**src/rtl/mem_fill_drain_ctrl.sv**
```systemverilog
// Fill/drain sequencer for a small scratch memory: writes a valid/ready word stream to
// consecutive addresses, then reads it back in order onto a valid/ready output stream.
// Optional frame checksum enabled by defining MEM_FILL_CHECKSUM_EN.
//
// Handshakes: a word moves on in_valid & in_ready (upstream) or on out_valid & out_ready
// (downstream) at the rising clock edge. in_ready is high for the whole of FILL and
// out_valid is high for the whole of DRAIN, independent of the partner's valid/ready.
module mem_fill_drain_ctrl #(
    parameter int DATA_W = 16,
    parameter int ADDR_W = 3,
    parameter int DEPTH  = 4
) (
    input  logic              clk,
    input  logic              rst_n,
    input  logic              start,
    input  logic              in_valid,
    input  logic [DATA_W-1:0] in_data,
    output logic              in_ready,
    output logic [ADDR_W-1:0] mem_addr,
    output logic [DATA_W-1:0] mem_wdata,
    output logic              mem_wr,
    input  logic [DATA_W-1:0] mem_rdata,
    output logic              out_valid,
    output logic [DATA_W-1:0] out_data,
    input  logic              out_ready,
    output logic              busy,
    output logic              done,
    output logic [DATA_W-1:0] checksum,
    output logic [1:0]        state_dbg_o
);

    typedef enum logic [1:0] {
        S_IDLE  = 2'd0,
        S_FILL  = 2'd1,
        S_DRAIN = 2'd2,
        S_DONE  = 2'd3
    } state_t;

    localparam logic [ADDR_W-1:0] LAST = ADDR_W'(DEPTH - 1);

    state_t            state_q;
    logic [ADDR_W-1:0] cnt_q;
    logic              done_q;

    // cnt is reset to 0 on every phase change, so it never leaves 0..DEPTH-1.
    always_ff @(posedge clk or negedge rst_n) begin
        if (!rst_n) begin
            state_q <= S_IDLE;
            cnt_q   <= '0;
            done_q  <= 1'b0;
        end else begin
            done_q <= 1'b0;
            case (state_q)
                S_IDLE: begin
                    if (start) begin
                        state_q <= S_FILL;
                        cnt_q   <= '0;
                    end
                end
                S_FILL: begin
                    if (in_valid) begin
                        if (cnt_q == LAST) begin
                            state_q <= S_DRAIN;
                            cnt_q   <= '0;
                        end else begin
                            cnt_q <= cnt_q + ADDR_W'(1);
                        end
                    end
                end
                S_DRAIN: begin
                    if (out_ready) begin
                        if (cnt_q == LAST) begin
                            state_q <= S_DONE;
                            done_q  <= 1'b1;
                            cnt_q   <= '0;
                        end else begin
                            cnt_q <= cnt_q + ADDR_W'(1);
                        end
                    end
                end
                S_DONE: begin
                    state_q <= S_IDLE;
                    cnt_q   <= '0;
                end
                default: begin
                    state_q <= S_IDLE;
                    cnt_q   <= '0;
                end
            endcase
        end
    end

    // Memory read is combinational, so the drained word appears in the same cycle as its address.
    assign in_ready    = (state_q == S_FILL);
    assign out_valid   = (state_q == S_DRAIN);
    assign busy        = in_ready | out_valid;
    assign mem_wr      = in_ready & in_valid;
    assign mem_addr    = busy ? cnt_q : '0;
    assign mem_wdata   = in_ready ? in_data : '0;
    assign out_data    = out_valid ? mem_rdata : '0;
    assign done        = done_q;
    assign state_dbg_o = state_q;

`ifdef MEM_FILL_CHECKSUM_EN
    logic [DATA_W-1:0] cks_q;
    logic [DATA_W-1:0] cks_d;

    always_comb begin
        cks_d = cks_q;
        if ((state_q == S_IDLE) && start) begin
            cks_d = '0;
        end else if (mem_wr) begin
            cks_d = cks_q + in_data;
        end
    end

    always_ff @(posedge clk or negedge rst_n) begin
        if (!rst_n) begin
            cks_q <= '0;
        end else begin
            cks_q <= cks_d;
        end
    end

    assign checksum = cks_q;
`else
    assign checksum = '0;
`endif

endmodule

```
**config.mk**
```make
export PLATFORM = sky130hd
export DESIGN_NAME = mem_fill_drain_ctrl
export DESIGN_NICKNAME = d
export VERILOG_FILES = /design/src/rtl/mem_fill_drain_ctrl.sv
export SDC_FILE = /design/constraint.sdc
export NUM_CORES = 1
export LEC_CHECK = 0
export ABC_AREA = 1
export BUFFER_PORTS_ARGS = -buffer_cell sky130_fd_sc_hd__buf_2
export CORE_UTILIZATION = 30
export DETAILED_ROUTE_END_ITERATION = 10
export HOLD_SLACK_MARGIN = 0.12
export PLACE_DENSITY = 0.77
export REMOVE_ABC_BUFFERS = 1
export SLEW_MARGIN = 0
export SYNTH_ARGS = -nofsm -noshare
export SYNTH_HDL_FRONTEND = slang
export SYNTH_SLANG_ARGS = --single-unit
export TNS_END_PERCENT = 50
```
**constraint.sdc**
```tcl
create_clock -name clk -period 1.4 [get_ports clk]
set_clock_uncertainty 0.2 [all_clocks]
set_input_delay 0.07 -clock clk [delete_from_list [all_inputs] [get_ports clk]]
set_output_delay 0.07 -clock clk [all_outputs]
set_load 0.05 [all_outputs]
```
======== Word level (Yosys, flattened, before mapping) ========
Cells that the tools add are included.
operators by class
  reductions and logical operators ........ 3
  bitwise logic cells ..................... 2
  add/subtract/negate cells ............... 1
  eq/ne operators ......................... 9
  divide/modulo/power cells ............... 0
  shift-type cells ........................ 0
  multiply operators ...................... 0
  magnitude comparators ................... 0
  multiplexer cells ....................... 17
operator list
  cell                                                                   number
  16-bit 2-to-1 mux                                                      2
  3-bit 2-to-1 mux                                                       5
  3-bit case mux with 4 select lines                                     1
  2-bit 2-to-1 mux                                                       5
  2-bit case mux with 4 select lines                                     1
  2-bit by 1-bit != test with 1-bit output, second input constant        3
  5-bit AND reduction                                                    1
  2-bit equality test, second input constant                             2
  2-bit != test, second input constant                                   2
  3-bit by 1-bit adder with 3-bit output, second input constant          1
  3-bit by 2-bit equality test with 1-bit output, second input constant  1
  1-bit 2-to-1 mux                                                       3
  3-bit AND reduction                                                    1
  2-bit by 1-bit equality test with 1-bit output, second input constant  1
  2-bit logical NOT                                                      1
  1-bit AND                                                              1
  1-bit OR                                                               1
word-level totals
  bits of input ports ..................... 37
  logic and storage cells ................. 35
  memory bits (read-only) ................. 0
  output and inout port bits .............. 58
  memories ................................ 0
  latch bits .............................. 0
  flip-flop bits (word level) ............. 6
  memory bits (writable) .................. 0

======== Logic depth before layout (Yosys ltp) ========
Gate-level depths: netlist of run 1.
  depth after elaboration ................. 4
  depth in mapped cells ................... 9
  gate-level depth less buffers ........... 8

======== Least setup slack after synthesis of run 1 ========
No wires, ideal clock.
  kind .................................... register -> output
  start point ............................. reg state_q[1] (netlist: state_dbg_o[1])
  end point ............................... out mem_wdata[10]
  cell stages (with the launch flop) ...... 7
  data arrival time ....................... 1.991 ns
  buffers on the path ..................... 2
  required time ........................... 1.130 ns
  path slack .............................. -0.861 ns
  cell sequence ........................... dfrtp_1 > inv_1 > ha_1 > buf_6 > buf_2 > nand2_1 > inv_1
on the way
  cells in the longest elaborated chain, start to end .. 2
ends and longest elaborated chain
  what                                            RTL line  text
  start, declared                                 41        state_t state_q;
  start signal, assigned                          48        state_q <= S_IDLE;
  start signal, assigned                          56        state_q <= S_FILL;
  start signal, assigned                          63        state_q <= S_DRAIN;
  2-bit by 1-bit equality test with 1-bit output  94        assign in_ready = (state_q == S_FILL);
  net in_ready                                    18        output logic in_ready,
  16-bit 2-to-1 mux                               99        assign mem_wdata = in_ready ? in_data : '0;
  end, declared                                   20        output logic [DATA_W-1:0] mem_wdata,
The timed path passes the listed nets, and every way through them passes these cells.

======== Final worst setup path of run 1 ========
  start point ............................. reg state_q[1] (netlist: state_dbg_o[1])
  end point ............................... out out_data[12]
on the way
  cells in the longest elaborated chain, start to end .. 2
ends and longest elaborated chain
  what                 RTL line  text
  2-bit equality test  95        assign out_valid = (state_q == S_DRAIN);
  16-bit 2-to-1 mux    100       assign out_data = out_valid ? mem_rdata : '0;
  end, declared        24        output logic [DATA_W-1:0] out_data,
Every way passes these cells.

==> impl_table.tex, run 1 <==
\begin{tabular}{lr}
\hline
Metric & Value \\
\hline
\multicolumn{2}{l}{\textbf{Setup path}} \\
\quad Kind of launch point of the worst setup path & register \\
\quad CP max stage delay & 400 ps \\
\quad Crit path capture type & primary output \\
\quad Required @ worst endpoint & 1130 ps \\
\quad Series of cell instances along the critical path & buf\_4, ha\_4, buf\_12, nand2\_1, inv\_1, buf\_6 \\
\quad Slowest cell on the critical path & sky130\_fd\_sc\_hd\_\_dfrtp\_1 \\
\quad Arrival time of the worst setup path & 1360 ps \\
\quad CP Max Fanout & 15 \\
\quad Critical path class & reg2out \\
\multicolumn{2}{l}{\textbf{Logic synthesis}} \\
\quad Post-Synth Simple-Gate Area & 30.92\% \\
\quad Xor-xnor portion of the synthesized cell area & 0\% \\
\quad Synthesized-area fraction occupied by ao, oa, aoi and oai cells & 2.923\% \\
\quad Most area-consuming cells after synthesis & sky130\_fd\_sc\_hd\_\_nand2\_1 (22\%), sky130\_fd\_sc\_hd\_\_inv\_1 (19\%), sky130\_fd\_sc\_hd\_\_dfrtp\_1 (18\%) \\
\quad Synthesized-area fraction occupied by adder cells & slightly below 8\% \\
\quad Post-Syn Instances & 140 \\
\quad Mean cell area of the mapped netlist & about 5.8 um\^{}2 \\
\quad Count of different cell masters after synthesis & 19 \\
\quad Mapped Area & 813.3 um\^{}2 \\
\quad Combinational family with the most area after synthesis & buffers and inverters \\
\quad Proportion of synthesized area in mux cells & 0\% \\
\quad Yosys top cell area share & 21.69\% \\
\quad Synthesized flop and latch total & 6 \\
\quad Warnings from Yosys & 0 \\
\quad Cell taking the most area after synthesis & sky130\_fd\_sc\_hd\_\_nand2\_1 \\
\quad Register area share after synthesis & 18.46\% \\
\multicolumn{2}{l}{\textbf{Routing}} \\
\quad Initial DRT Pass Iterations & 4 \\
\quad Number of routed nets with antenna violations & 0 \\
\quad Final wirelength & 2562 um \\
\quad Vias after detailed routing & 1060 \\
\quad Via density per instance & $\sim$4.0 \\
\quad Number of DRC markers after the initial detailed-route iteration & 12 \\
\quad Final routed DRC violation total & 0 \\
\quad Post-detailed-route wirelength per cell & 9.668 um \\
\multicolumn{2}{l}{\textbf{Clocking}} \\
\quad Sinks on the clock net & 6 \\
\quad Clock latency on the worst-skew pair & 250 ps \\
\quad Root buffer cell & sky130\_fd\_sc\_hd\_\_clkbuf\_4 \\
\quad Largest buffer count on any clock path & 2 \\
\quad CTS clock-pin slew for the worst setup and hold paths & 50 ps \\
\quad Number of levels in the clock H-tree & 1 \\
\quad Clock tree from TritonCTS & yes \\
\quad Clock buffers created by TritonCTS & 3 \\
\multicolumn{2}{l}{\textbf{Timing}} \\
\quad Hold Violations, Final & 0 \\
\quad Number of slew-limit violations in the final report & 0 \\
\quad Share of the clock period used by the worst path & 116.3\% \\
\quad Max frequency & 614.3 MHz \\
\quad Worst slack on hold paths & 150.2 ps \\
\quad Endpoints failing setup & 44 \\
\quad Final setup slack of the worst path & -227.7 ps \\
\quad RSZ-0062 raised after global routing & yes \\
\quad Time the worst path needs with I/O delays and setup & 1628 ps \\
\multicolumn{2}{l}{\textbf{Layout}} \\
\quad Post-synthesis to final-layout area growth & 114.6\% \\
\quad Most common cell after layout, fill and taps aside & sky130\_fd\_sc\_hd\_\_buf\_2 \\
\quad Final net count & 279 \\
\quad Number of fillers in the final layout & roughly 190 \\
\quad Most used cells in the layout excluding fill and tap cells & sky130\_fd\_sc\_hd\_\_buf\_2 (39), sky130\_fd\_sc\_hd\_\_nand2\_1 (31), sky130\_fd\_sc\_hd\_\_buf\_6 (26) \\
\quad Number of inserted diodes & 0 \\
\quad Layout cells sized above 1 & between 60\% and 70\% \\
\multicolumn{2}{l}{\textbf{Global routing}} \\
\quad Wire length of the first global-routing pass & 3484 um \\
\quad Global Route Usage Sum & around 16\% \\
\quad Maximum number of pins on one net before global-route repair & 16 \\
\quad Overall overflow remaining after global route & 0 \\
\quad Number of global-route vias before repair & 899 \\
\quad Number of antenna violations at the first check in global routing & 0 \\
\multicolumn{2}{l}{\textbf{Place}} \\
\quad Worst setup slack before clock tree synthesis & -152.4 ps \\
\quad Global placement routability congestion & 0.7417 \\
\quad Buffers on Ports & slightly below 80 \\
\quad Detail Placement HPWL & 1703 um \\
\multicolumn{2}{l}{\textbf{Power}} \\
\quad Leakage component of the power & between 0.001 and 0.0015 uW \\
\quad Worst IR Drop VDD & 1.699 mV \\
\quad Power density cells & 2515 nW/um\^{}2 \\
\multicolumn{2}{l}{\textbf{Floorplan}} \\
\quad Die boundary width & around 54 um \\
\quad Die H & 54.07 um \\
\quad \# IOs & 95 \\
\quad Number of cell rows & 18 \\
\quad Total die area & 2923 um\^{}2 \\
\quad Placeable core area & 2522 um\^{}2 \\
\quad Initial core utilization & 32.24\% \\
\multicolumn{2}{l}{\textbf{Status}} \\
\quad Failing checks & setup timing \\
\quad Run status & complete, but fails checks \\
\multicolumn{2}{l}{\textbf{Hold path}} \\
\quad Hold WC Path Type & in2reg \\
\multicolumn{2}{l}{\textbf{Job}} \\
\quad MaxCap Viol Count & 0 \\
\hline
\end{tabular}
-- through the flow --
stage,utilization [%],area (um^2),power (uW),setup TNS [ps],std cells
3_3_place_gp,49.45,1247,3176,-4747,255
5_1_grt,69.20,1745,4665,-10990,265
3_5_place_dp,49.45,1247,3194,-5199,255
6_report,69.20,1745,4390,-8154,265
4_1_cts,65.23,1645,4145,-8414,265
2_1_floorplan,-,716.9,2380,-35780,135
-- path summary, 6_finish.rpt --
path / startpoint / end / slack, ps / depth (start not counted)
max: state_dbg_o[1]$_DFFE_PN0P_ / out_data[12] / -230 / 6
min: start / cnt_q[1]$_DFFE_PN0P_ / 150 / 7
max reg2reg: state_dbg_o[1]$_DFFE_PN0P_ / state_dbg_o[0]$_DFFE_PN0P_ / -160 / 6
min reg2reg: cnt_q[1]$_DFFE_PN0P_ / cnt_q[1]$_DFFE_PN0P_ / 400 / 3
max in group asynchronous: rst_n / cnt_q[0]$_DFFE_PN0P_ / 260 / 3
min in group asynchronous: rst_n / done$_DFF_PN0_ / 540 / 3
-- layer usage --
| metal | global-route usage [%] | routed length, um | vias to the layer above |
|---|---|---|---|
| met3 | 2.260 | 249 | 2 |
| met2 | 34.98 | 1300 | 57 |
| met5 | 0 | 0 | - |
| li1 | - | - | 545 |
| met4 | 4.701 | 19 | 0 |
| met1 | 15.50 | 993 | 456 |
-- repair_timing --
action,in CTS,in global routing
gates cloned,1,0
endpoints found under the hold margin,12,0
pin swaps,4,2
resized for setup,99,43
hold buffers,3,0
buffers inserted,3,0
setup endpoints to repair,44,45
-- state kept, by name (all words and copies together), names as in the netlist --
| signal | flops |
|---|---|
| done | 1 |
| cnt_q | 3 |
| state_dbg_o | 2 |
-- final cells by class --
class,count,area [um^2],share of cell area (%)
repair buffers,97,868.3,49.75
clock buffers,3,22.52,1.290
well taps,30,37.54,2.151
flip-flops and latches,6,150.1,8.602
inverters,45,171.4,9.821
multi-input cells,84,495.5,28.39
-- worst max-delay path: cells and delay by family (launching register included) --
| family | cells | cell delay [ps] |
|---|---|---|
| and+or+nand+nor | 1 | 60 |
| adders and majority gates | 1 | 170 |
| buffers and inverters | 4 | 480 |
| DFF | 1 | 400 |
-- Yosys cell counts --
master                     count
sky130_fd_sc_hd__nand2_1      47
sky130_fd_sc_hd__inv_1        42
sky130_fd_sc_hd__buf_4        16
sky130_fd_sc_hd__dfrtp_1       6
sky130_fd_sc_hd__nand3_1       6
sky130_fd_sc_hd__ha_1          5
sky130_fd_sc_hd__inv_2         3
sky130_fd_sc_hd__buf_2         2
sky130_fd_sc_hd__buf_6         2
sky130_fd_sc_hd__nor2_4        2
sky130_fd_sc_hd__a21boi_1      1
sky130_fd_sc_hd__a21oi_1       1
sky130_fd_sc_hd__conb_1        1
sky130_fd_sc_hd__nand2_2       1
sky130_fd_sc_hd__nor2_1        1
sky130_fd_sc_hd__nor2_2        1
sky130_fd_sc_hd__o21ai_1       1
sky130_fd_sc_hd__o22ai_1       1
sky130_fd_sc_hd__or2_1         1
-- power breakdown --
part	internal [uW]	switching, uW	total [uW]
clock network	97.0	63.7	161
registers	230	34.1	264
logic	1530	2440	3970
-- kinds of logic after synthesis --
logic type      count (synthesis)
compound gates                  4
fa+ha+maj                       5
buf+inv                        65
flops                           6
other cells                     1
simple gates                   59
Power figures use the tool's default switching activity.
==> run 2: changes to the inputs <==
--- a/config.mk
+++ b/config.mk
@@ -7,7 +7,9 @@
 export LEC_CHECK = 0
 export ABC_AREA = 1
 export BUFFER_PORTS_ARGS = -buffer_cell sky130_fd_sc_hd__buf_2
+export CAP_MARGIN = 20
 export CORE_UTILIZATION = 30
+export CTS_BUF_LIST = sky130_fd_sc_hd__clkbuf_16
 export DETAILED_ROUTE_END_ITERATION = 10
 export HOLD_SLACK_MARGIN = 0.12
 export PLACE_DENSITY = 0.77
==> run 2 against run 1 <==
Effect of this change: the flow still finishes with violations (setup timing); setup slack improved by 6.8 ps; first-iteration DRC count up 42%; sequential share of layout area down 0.44 points; combinational power is 3% higher; flip-flop and latch count is the same; fmax is 0.42% higher; clock power rose to 2.8 times the previous value; via count up 2.5%; worst hold slack improved by 16 ps; non-clock buffer count increased by 2.
==> impl_table.tex, run 2 (synthesis gave the netlist of run 1 again) <==
\begin{tabular}{lr}
\hline
Metric & Value \\
\hline
\multicolumn{2}{l}{\textbf{Layout}} \\
\quad Layout cells sized above 1 & 62.03\% (was 60.00\%) \\
\quad Number of fillers in the final layout & 171 (was 186) \\
\quad Most used cells in the layout excluding fill and tap cells & sky130\_fd\_sc\_hd\_\_buf\_2 (38), sky130\_fd\_sc\_hd\_\_nand2\_1 (29), sky130\_fd\_sc\_hd\_\_buf\_6 (26) (was sky130\_fd\_sc\_hd\_\_buf\_2 (39), sky130\_fd\_sc\_hd\_\_nand2\_1 (31), sky130\_fd\_sc\_hd\_\_buf\_6 (26)) \\
\quad Register with the highest flop count & cnt\_q (unchanged) \\
\quad Most common cell after layout, fill and taps aside & sky130\_fd\_sc\_hd\_\_buf\_2 (unchanged) \\
\quad Area taken by multi-input logic gates & 505.5 um\^{}2 (was 495.5 um\^{}2) \\
\quad Core utilization of the finished layout & 72.97\% (was 69.20\%) \\
\quad Final net count & 281 (was 279) \\
\quad Final Instance Area & 1841 um\^{}2 (was 1745 um\^{}2) \\
\quad Post-synthesis to final-layout area growth & 126.3\% (was 114.6\%) \\
\quad Max FFs per register & 3 (unchanged) \\
\quad Number of inserted diodes & 0 (unchanged) \\
\quad Register cell area after layout & 150.1 um\^{}2 (unchanged) \\
\multicolumn{2}{l}{\textbf{Setup path}} \\
\quad Worst R2R Path Depth & 6 (unchanged) \\
\quad Slowest cell on the critical path & sky130\_fd\_sc\_hd\_\_dfrtp\_1 (unchanged) \\
\quad Crit path capture & in\_ready (was out\_data[12]) \\
\quad Arrival time of the worst setup path & 1350 ps (was 1360 ps) \\
\quad Required @ worst endpoint & 1130 ps (about the same) \\
\quad Setup slack, reg-to-reg & -140 ps (was -160 ps) \\
\quad Worst reg2reg startpoint & state\_dbg\_o[1]\$\_DFFE\_PN0P\_ (unchanged) \\
\quad Crit path capture type & primary output (unchanged) \\
\quad CP max stage delay & 400 ps (about the same) \\
\quad Series of cell instances along the critical path & buf\_6, ha\_4, buf\_6, buf\_4, buf\_6 (was buf\_4, ha\_4, buf\_12, nand2\_1, inv\_1, buf\_6) \\
\quad Critical path class & reg2out (unchanged) \\
\quad Kind of launch point of the worst setup path & register (unchanged) \\
\quad Endpoint of the worst register-to-register path & state\_dbg\_o[0]\$\_DFFE\_PN0P\_ (unchanged) \\
\quad Startpoint of the most critical setup path & state\_dbg\_o[0]\$\_DFFE\_PN0P\_ (was state\_dbg\_o[1]\$\_DFFE\_PN0P\_) \\
\quad CP Max Fanout & 6 (was 15) \\
\quad Most used cell along the critical path & sky130\_fd\_sc\_hd\_\_buf\_6 \\
\multicolumn{2}{l}{\textbf{Timing}} \\
\quad Hold Violations, Final & 0 (unchanged) \\
\quad Max frequency & 616.9 MHz (was 614.3 MHz) \\
\quad Aggregate negative setup slack & -7705 ps (was -8154 ps) \\
\quad Worst slack on hold paths & 166.2 ps (was 150.2 ps) \\
\quad Share of the clock period used by the worst path & 115.8\% (was 116.3\%) \\
\quad Endpoints failing setup & 45 (was 44) \\
\quad Time the worst path needs with I/O delays and setup & 1621 ps (was 1628 ps) \\
\quad RSZ-0062 raised after global routing & yes (unchanged) \\
\quad Number of slew-limit violations in the final report & 0 (unchanged) \\
\quad Final setup slack of the worst path & -220.9 ps (was -227.7 ps) \\
\multicolumn{2}{l}{\textbf{Routing}} \\
\quad Final wirelength & 2675 um (was 2562 um) \\
\quad Initial DRT Pass Iterations & 4 (unchanged) \\
\quad Final routed DRC violation total & 0 (unchanged) \\
\quad Met1 Wirelength & 1054 um (was 993 um) \\
\quad Vias after detailed routing & 1087 (was 1060) \\
\quad Max Used Layer & met4 (unchanged) \\
\quad DR WL met3 & 276 um (was 249 um) \\
\quad Met2 wirelength from detailed routing & 1307 um (was 1300 um) \\
\quad Via density per instance & 4.071 (was 4.000) \\
\quad Number of routed nets with antenna violations & 0 (unchanged) \\
\quad Post-detailed-route wirelength per cell & 10.02 um (was 9.668 um) \\
\quad Number of DRC markers after the initial detailed-route iteration & 17 (was 12) \\
\multicolumn{2}{l}{\textbf{Job}} \\
\quad MaxCap Viol Count & 0 (unchanged) \\
\multicolumn{2}{l}{\textbf{Place}} \\
\quad Global placement routability congestion & 0.7417 (unchanged) \\
\quad Detail Placement HPWL & 1703 um (unchanged) \\
\quad Buffers on Ports & 78 (unchanged) \\
\quad Cell area after placement & 1247 um\^{}2 (unchanged) \\
\multicolumn{2}{l}{\textbf{Clocking}} \\
\quad Root buffer cell & sky130\_fd\_sc\_hd\_\_clkbuf\_16 (was sky130\_fd\_sc\_hd\_\_clkbuf\_4) \\
\quad Largest buffer count on any clock path & 2 (unchanged) \\
\quad Clock latency on the worst-skew pair & 230 ps (was 250 ps) \\
\quad Sinks on the clock net & 6 (unchanged) \\
\quad Clock buffers created by TritonCTS & 3 (unchanged) \\
\quad Number of levels in the clock H-tree & 1 (unchanged) \\
\quad CTS clock-pin slew for the worst setup and hold paths & 30 ps (was 50 ps) \\
\quad Clock tree from TritonCTS & yes (unchanged) \\
\multicolumn{2}{l}{\textbf{Status}} \\
\quad Failing checks & setup timing (unchanged) \\
\quad Run status & complete, but fails checks (unchanged) \\
\multicolumn{2}{l}{\textbf{Floorplan}} \\
\quad Placeable core area & 2522 um\^{}2 (unchanged) \\
\quad Number of cell rows & 18 (unchanged) \\
\quad Total die area & 2923 um\^{}2 (unchanged) \\
\quad Die boundary width & 54.07 um (unchanged) \\
\quad Die H & 54.07 um (unchanged) \\
\quad \# IOs & 95 (unchanged) \\
\quad Initial core utilization & 32.24\% (unchanged) \\
\multicolumn{2}{l}{\textbf{Global routing}} \\
\quad Wire length of the first global-routing pass & 3525 um (was 3484 um) \\
\quad Number of global-route vias before repair & 886 (was 899) \\
\quad Number of antenna violations at the first check in global routing & 0 (unchanged) \\
\quad Maximum number of pins on one net before global-route repair & 16 (unchanged) \\
\quad Global Route Usage Sum & 17.20\% (was 16.38\%) \\
\quad Overall overflow remaining after global route & 0 (unchanged) \\
\multicolumn{2}{l}{\textbf{Power}} \\
\quad Power density cells & 2610 nW/um\^{}2 (was 2515 nW/um\^{}2) \\
\quad Leakage component of the power & 0.001204 uW (was 0.001162 uW) \\
\quad Overall power & 4804 uW (was 4390 uW) \\
\quad Worst IR Drop VDD & 1.868 mV (was 1.699 mV) \\
\multicolumn{2}{l}{\textbf{Hold path}} \\
\quad Hold WC Path Type & in2reg (unchanged) \\
\hline
\end{tabular}
## run 2: cell types whose count changed in the layout (fill, tap and decap cells not counted)
cell and delta:
sky130_fd_sc_hd__buf_2 -1, sky130_fd_sc_hd__buf_4 +1, sky130_fd_sc_hd__buf_8 +2, sky130_fd_sc_hd__clkbuf_16 +3
sky130_fd_sc_hd__clkbuf_4 -3, sky130_fd_sc_hd__inv_1 -2, sky130_fd_sc_hd__inv_2 +2, sky130_fd_sc_hd__nand2_1 -2
sky130_fd_sc_hd__nand2_2 +1, sky130_fd_sc_hd__nand2_4 +1
## run 2: power by group
group / switching, uW / internal [uW]
sequential: 40.3 / 230
clock: 89.6 / 366
combinational: 2470 / 1610
## run 2: worst min-delay path by stage
stage / slack (ps) / startpoint / depth (start not counted) / to
2_1_floorplan: -430 / rst_n / 0 / cnt_q[0]$_DFFE_PN0P_
3_3_place_gp: -300 / rst_n / 1 / done$_DFF_PN0_
5_1_grt: 220 / start / 7 / state_dbg_o[0]$_DFFE_PN0P_
4_1_cts: 150 / start / 7 / cnt_q[1]$_DFFE_PN0P_
3_5_place_dp: -300 / rst_n / 1 / done$_DFF_PN0_
6_report: 170 / start / 7 / cnt_q[1]$_DFFE_PN0P_
## run 2: cell type report
class / instances / share of cell area, %
Clock buffer: 3 / 4.079
Inverter: 45 / 9.313
Multi-Input combinational cell: 84 / 27.46
Sequential cell: 6 / 8.158
Tap cell: 30 / 2.039
Timing Repair Buffer: 99 / 48.95
## run 2: stage by stage
step	setup WS [ps]	cells
after global placement	-165.3	255
after detailed placement	-152.4	255
after global routing	-270.3	267
after floorplan	-894.2	135
final	-220.9	267
after CTS	-197.2	266
## run 2: per-layer routing
layer | vias to the layer above | GRT usage [%]
met3 | 6 | 2.825
met1 | 473 | 16.36
met4 | 0 | 8.547
met5 | - | 0
li1 | 547 | -
met2 | 61 | 34.57
## run 2: worst max-delay path: cells and delay by family, from the launching register on
family | cells | cell delay (ps)
fa+ha+maj | 1 | 180
buf+inv | 4 | 550
flops | 1 | 400
## run 2: what timing repair did
action | in CTS | in global routing
cloned | 1 | 0
buffers inserted | 4 | 1
pin swaps | 3 | 5
gates resized for setup | 111 | 41
hold buffers | 3 | 0
endpoints found under the hold margin | 10 | 0
endpoints found under the setup margin | 44 | 45
==> run 3: changes to the inputs <==
--- a/config.mk
+++ b/config.mk
@@ -8,11 +8,12 @@
 export ABC_AREA = 1
 export BUFFER_PORTS_ARGS = -buffer_cell sky130_fd_sc_hd__buf_2
 export CAP_MARGIN = 20
-export CORE_UTILIZATION = 30
+export CORE_UTILIZATION = 33
 export CTS_BUF_LIST = sky130_fd_sc_hd__clkbuf_16
 export DETAILED_ROUTE_END_ITERATION = 10
 export HOLD_SLACK_MARGIN = 0.12
-export PLACE_DENSITY = 0.77
+export PLACE_DENSITY = 0.81
+export RECOVER_POWER = 25
 export REMOVE_ABC_BUFFERS = 1
 export SLEW_MARGIN = 0
 export SYNTH_ARGS = -nofsm -noshare
==> constraint.sdc (replaced) <==
create_clock -name clk -period 1.76 [get_ports clk]
set_clock_uncertainty 0.2 [all_clocks]
set_input_delay 0.088 -clock clk [delete_from_list [all_inputs] [get_ports clk]]
set_output_delay 0.088 -clock clk [all_outputs]
set_load 0.05 [all_outputs]
==> run 3 against run 2 <==
Effect of this change: highest routed layer is now met3; largest power group unchanged; cell count shrank 6.7%; die area is 8.8% lower; sequential power shrank 18%; worst hold slack got worse by 7.5 ps; sequential share of layout area grew 2.8 points; flip-flop and latch count stayed put; the flow now finishes without violations; non-clock buffer count down 16; register-to-register slack improved by 280 ps; via count fell by 10%; clock-buffer cell count did not move.
==> impl_table.tex, run 3 (synthesis gave the netlist of run 1 again) <==
\begin{tabular}{lr}
\hline
Metric & Value \\
\hline
\multicolumn{2}{l}{\textbf{Status}} \\
\quad Run status & complete, no violations (was complete, but fails checks) \\
\multicolumn{2}{l}{\textbf{Floorplan}} \\
\quad Die boundary width & 51.65 um (was 54.07 um) \\
\quad Placeable core area & 2276 um\^{}2 (was 2522 um\^{}2) \\
\quad Initial core utilization & 35.73\% (was 32.24\%) \\
\quad \# IOs & 95 (unchanged) \\
\quad Number of cell rows & 17 (was 18) \\
\quad Die H & 51.65 um (was 54.07 um) \\
\quad Total die area & 2667 um\^{}2 (was 2923 um\^{}2) \\
\multicolumn{2}{l}{\textbf{Setup path}} \\
\quad Arrival time of the worst setup path & 1440 ps (was 1350 ps) \\
\quad Slowest cell on the critical path & sky130\_fd\_sc\_hd\_\_dfrtp\_1 (unchanged) \\
\quad Family with the most delay on the worst path & buffers and inverters (unchanged) \\
\quad Most used cell along the critical path & sky130\_fd\_sc\_hd\_\_inv\_1 (was sky130\_fd\_sc\_hd\_\_buf\_6) \\
\quad Kind of launch point of the worst setup path & register (unchanged) \\
\quad Critical path class & reg2out (unchanged) \\
\quad CP Max Fanout & 17 (was 6) \\
\quad Crit path capture type & primary output (unchanged) \\
\quad CP max stage delay & 390 ps (was 400 ps) \\
\quad Series of cell instances along the critical path & inv\_1, ha\_2, buf\_8, nand2\_1, inv\_1, buf\_4 (was buf\_6, ha\_4, buf\_6, buf\_4, buf\_6) \\
\quad Count of buffering cells on the critical path with inverters included & 4 (unchanged) \\
\quad Required @ worst endpoint & 1470 ps (was 1130 ps) \\
\multicolumn{2}{l}{\textbf{Place}} \\
\quad Detail Placement HPWL & 1561 um (was 1703 um) \\
\quad Number of placed instances, taps included & 243 (was 255) \\
\quad Cell area after placement & 1170 um\^{}2 (was 1247 um\^{}2) \\
\quad Buffers on Ports & 78 (unchanged) \\
\quad Global placement routability congestion & 0.7345 (was 0.7417) \\
\multicolumn{2}{l}{\textbf{Job}} \\
\quad MaxCap Viol Count & 0 (unchanged) \\
\multicolumn{2}{l}{\textbf{Timing}} \\
\quad Relative slew slack & about three fifths \\
\quad Share of the clock period used by the worst path & 98.00\% \\
\quad Number of slew-limit violations in the final report & 0 (unchanged) \\
\quad Hold Violations, Final & 0 (unchanged) \\
\quad Time the worst path needs with I/O delays and setup & 1725 ps \\
\quad Least-Margin Pin Slew & 609.8 ps \\
\quad Endpoints failing setup & 0 (was 45) \\
\quad Max frequency & approximately 580 MHz \\
\quad RSZ-0062 raised after global routing & yes (unchanged) \\
\multicolumn{2}{l}{\textbf{Clocking}} \\
\quad Largest buffer count on any clock path & 2 (unchanged) \\
\quad Clock buffers created by TritonCTS & 3 (unchanged) \\
\quad Root buffer cell & sky130\_fd\_sc\_hd\_\_clkbuf\_16 (unchanged) \\
\quad Clock tree from TritonCTS & yes (unchanged) \\
\quad Clock latency on the worst-skew pair & 230 ps (about the same) \\
\quad Sinks on the clock net & 6 (unchanged) \\
\quad CTS clock-pin slew for the worst setup and hold paths & 30 ps (about the same) \\
\quad Number of levels in the clock H-tree & 1 (unchanged) \\
\quad Setup Buffers After CTS & 0 (was 4) \\
\multicolumn{2}{l}{\textbf{Global routing}} \\
\quad Global Route Usage Sum & 15.34\% (was 17.20\%) \\
\quad Overall overflow remaining after global route & 0 (unchanged) \\
\quad Number of global-route vias before repair & 787 (was 886) \\
\quad Wire length of the first global-routing pass & 3036 um (was 3525 um) \\
\quad Number of antenna violations at the first check in global routing & 0 (unchanged) \\
\quad Maximum number of pins on one net before global-route repair & 22 (was 16) \\
\multicolumn{2}{l}{\textbf{Routing}} \\
\quad Vias after detailed routing & 975 (was 1087) \\
\quad Initial DRT Pass Iterations & 3 (was 4) \\
\quad Final wirelength & 2025 um (was 2675 um) \\
\quad Number of DRC markers after the initial detailed-route iteration & 5 (was 17) \\
\quad Via density per instance & 3.916 (was 4.071) \\
\quad Final routed DRC violation total & 0 (unchanged) \\
\quad Number of routed nets with antenna violations & 0 (unchanged) \\
\quad Post-detailed-route wirelength per cell & 8.133 um (was 10.02 um) \\
\multicolumn{2}{l}{\textbf{Layout}} \\
\quad Most used cells in the layout excluding fill and tap cells & sky130\_fd\_sc\_hd\_\_nand2\_1 (47), sky130\_fd\_sc\_hd\_\_inv\_1 (41), sky130\_fd\_sc\_hd\_\_buf\_2 (41) (was sky130\_fd\_sc\_hd\_\_buf\_2 (38), sky130\_fd\_sc\_hd\_\_nand2\_1 (29), sky130\_fd\_sc\_hd\_\_buf\_6 (26)) \\
\quad Final net count & 265 (was 281) \\
\quad Post-synthesis to final-layout area growth & 69.23\% (was 126.3\%) \\
\quad Number of inserted diodes & 0 (unchanged) \\
\quad Final Instance Area & 1376 um\^{}2 (was 1841 um\^{}2) \\
\quad Most common cell after layout, fill and taps aside & sky130\_fd\_sc\_hd\_\_nand2\_1 (was sky130\_fd\_sc\_hd\_\_buf\_2) \\
\quad Non-filler cells in the finished layout & 249 (was 267) \\
\quad Max FFs per register & 3 (unchanged) \\
\quad Layout cells sized above 1 & 41.63\% (was 62.03\%) \\
\quad Register with the highest flop count & cnt\_q (unchanged) \\
\multicolumn{2}{l}{\textbf{Power}} \\
\quad Worst IR Drop VDD & 1.109 mV (was 1.868 mV) \\
\quad NetSw & 1779 uW (was 2601 uW) \\
\quad Internal power & 1123 uW (was 2202 uW) \\
\quad Leakage component of the power & 0.001056 uW (was 0.001204 uW) \\
\quad Share of power burned in registers & 7.7\% (was 5.6\%) \\
\quad Clock network fraction of design power & 12.4\% (was 9.5\%) \\
\quad Combinational share of power & 80.0\% (was 84.9\%) \\
\quad Switching fraction of total power & 61.30\% (was 54.15\%) \\
\quad Power density cells & 2108 nW/um\^{}2 (was 2610 nW/um\^{}2) \\
\multicolumn{2}{l}{\textbf{Hold path}} \\
\quad Hold WC Path Type & in2reg (unchanged) \\
\hline
\end{tabular}
==> run 3: changes by cell type in the layout (fill, tap and decap cells not counted), sizes merged <==
cell / previous run / this run
buf: 96 / 79
clkbuf: 3 / 4
==> run 3: repair_timing <==
action                                 4_1_cts  5_1_grt
gates cloned                                 0        0
setup endpoints to repair                   22       39
resized for setup                           31       17
hold buffers                                 3        0
endpoints found under the hold margin        9        0
==> run 3: layer usage <==
| layer | vias to the layer above | part of all wire, % | global-route usage, % |
|---|---|---|---|
| li1 | 517 | - | - |
| met3 | 0 | 12 | 6.433 |
| met2 | 56 | 53 | 29.87 |
| met1 | 402 | 35 | 13.88 |
| met5 | - | 0 | 0 |
| met4 | 0 | 0 | 5.405 |
==> run 3: worst paths after layout <==
path,startpoint,end,slack [ps],cells past startpoint
worst max-delay path,state_dbg_o[0]$_DFFE_PN0P_,out_data[13],40,6
worst min-delay path,start,cnt_q[1]$_DFFE_PN0P_,160,7
worst max register to register,state_dbg_o[1]$_DFFE_PN0P_,cnt_q[0]$_DFFE_PN0P_,140,9
worst min register to register,cnt_q[1]$_DFFE_PN0P_,cnt_q[1]$_DFFE_PN0P_,310,2
max in group asynchronous,rst_n,cnt_q[2]$_DFFE_PN0P_,580,3
min in group asynchronous,rst_n,done$_DFF_PN0_,580,3
==> run 3: final cells by class <==
cell class                 instances  area, um^2
tap                               28       35.03
sequential                         6       150.1
fill                             229       899.6
inverter                          45       168.9
clock buffer                       3       75.07
timing repair buffer              83       544.3
multi-input combinational         84       402.9
==> run 3: worst min-delay path, stage by stage <==
cell	delay, ps
sky130_fd_sc_hd__buf_2	90
sky130_fd_sc_hd__inv_1	40
sky130_fd_sc_hd__nand2_1	50
sky130_fd_sc_hd__nand2_2	100
sky130_fd_sc_hd__nor2_4	50
sky130_fd_sc_hd__nand3_1	60
sky130_fd_sc_hd__nand2_1	50
==> run 3: per-stage QoR <==
step	total power [uW]	setup WS, ps	TNS [ps]	hold slack [ps]	util [%]
after global routing	3092	-78.40	-562.5	191.7	60.47
final	2902	35.27	0	158.7	60.47
after detailed placement	2364	123.4	0	-281.8	51.40
after floorplan	1893	-534.2	-20300	-407.6	-
after global placement	2343	129.7	0	-288.6	51.40
after CTS	2863	0.9277	0	164.2	59.48
==> run 3: power groups by stage <==
| stage | combinational, uW | sequential (uW) | clock [uW] |
|---|---|---|---|
| finish | 2320 | 223 | 359 |
| detailed placement | 2140 | 222 | 0 |
| floorplan | 1600 | 298 | 0 |
| global route | 2480 | 231 | 381 |
| global placement | 2120 | 222 | 0 |
| CTS | 2280 | 220 | 363 |
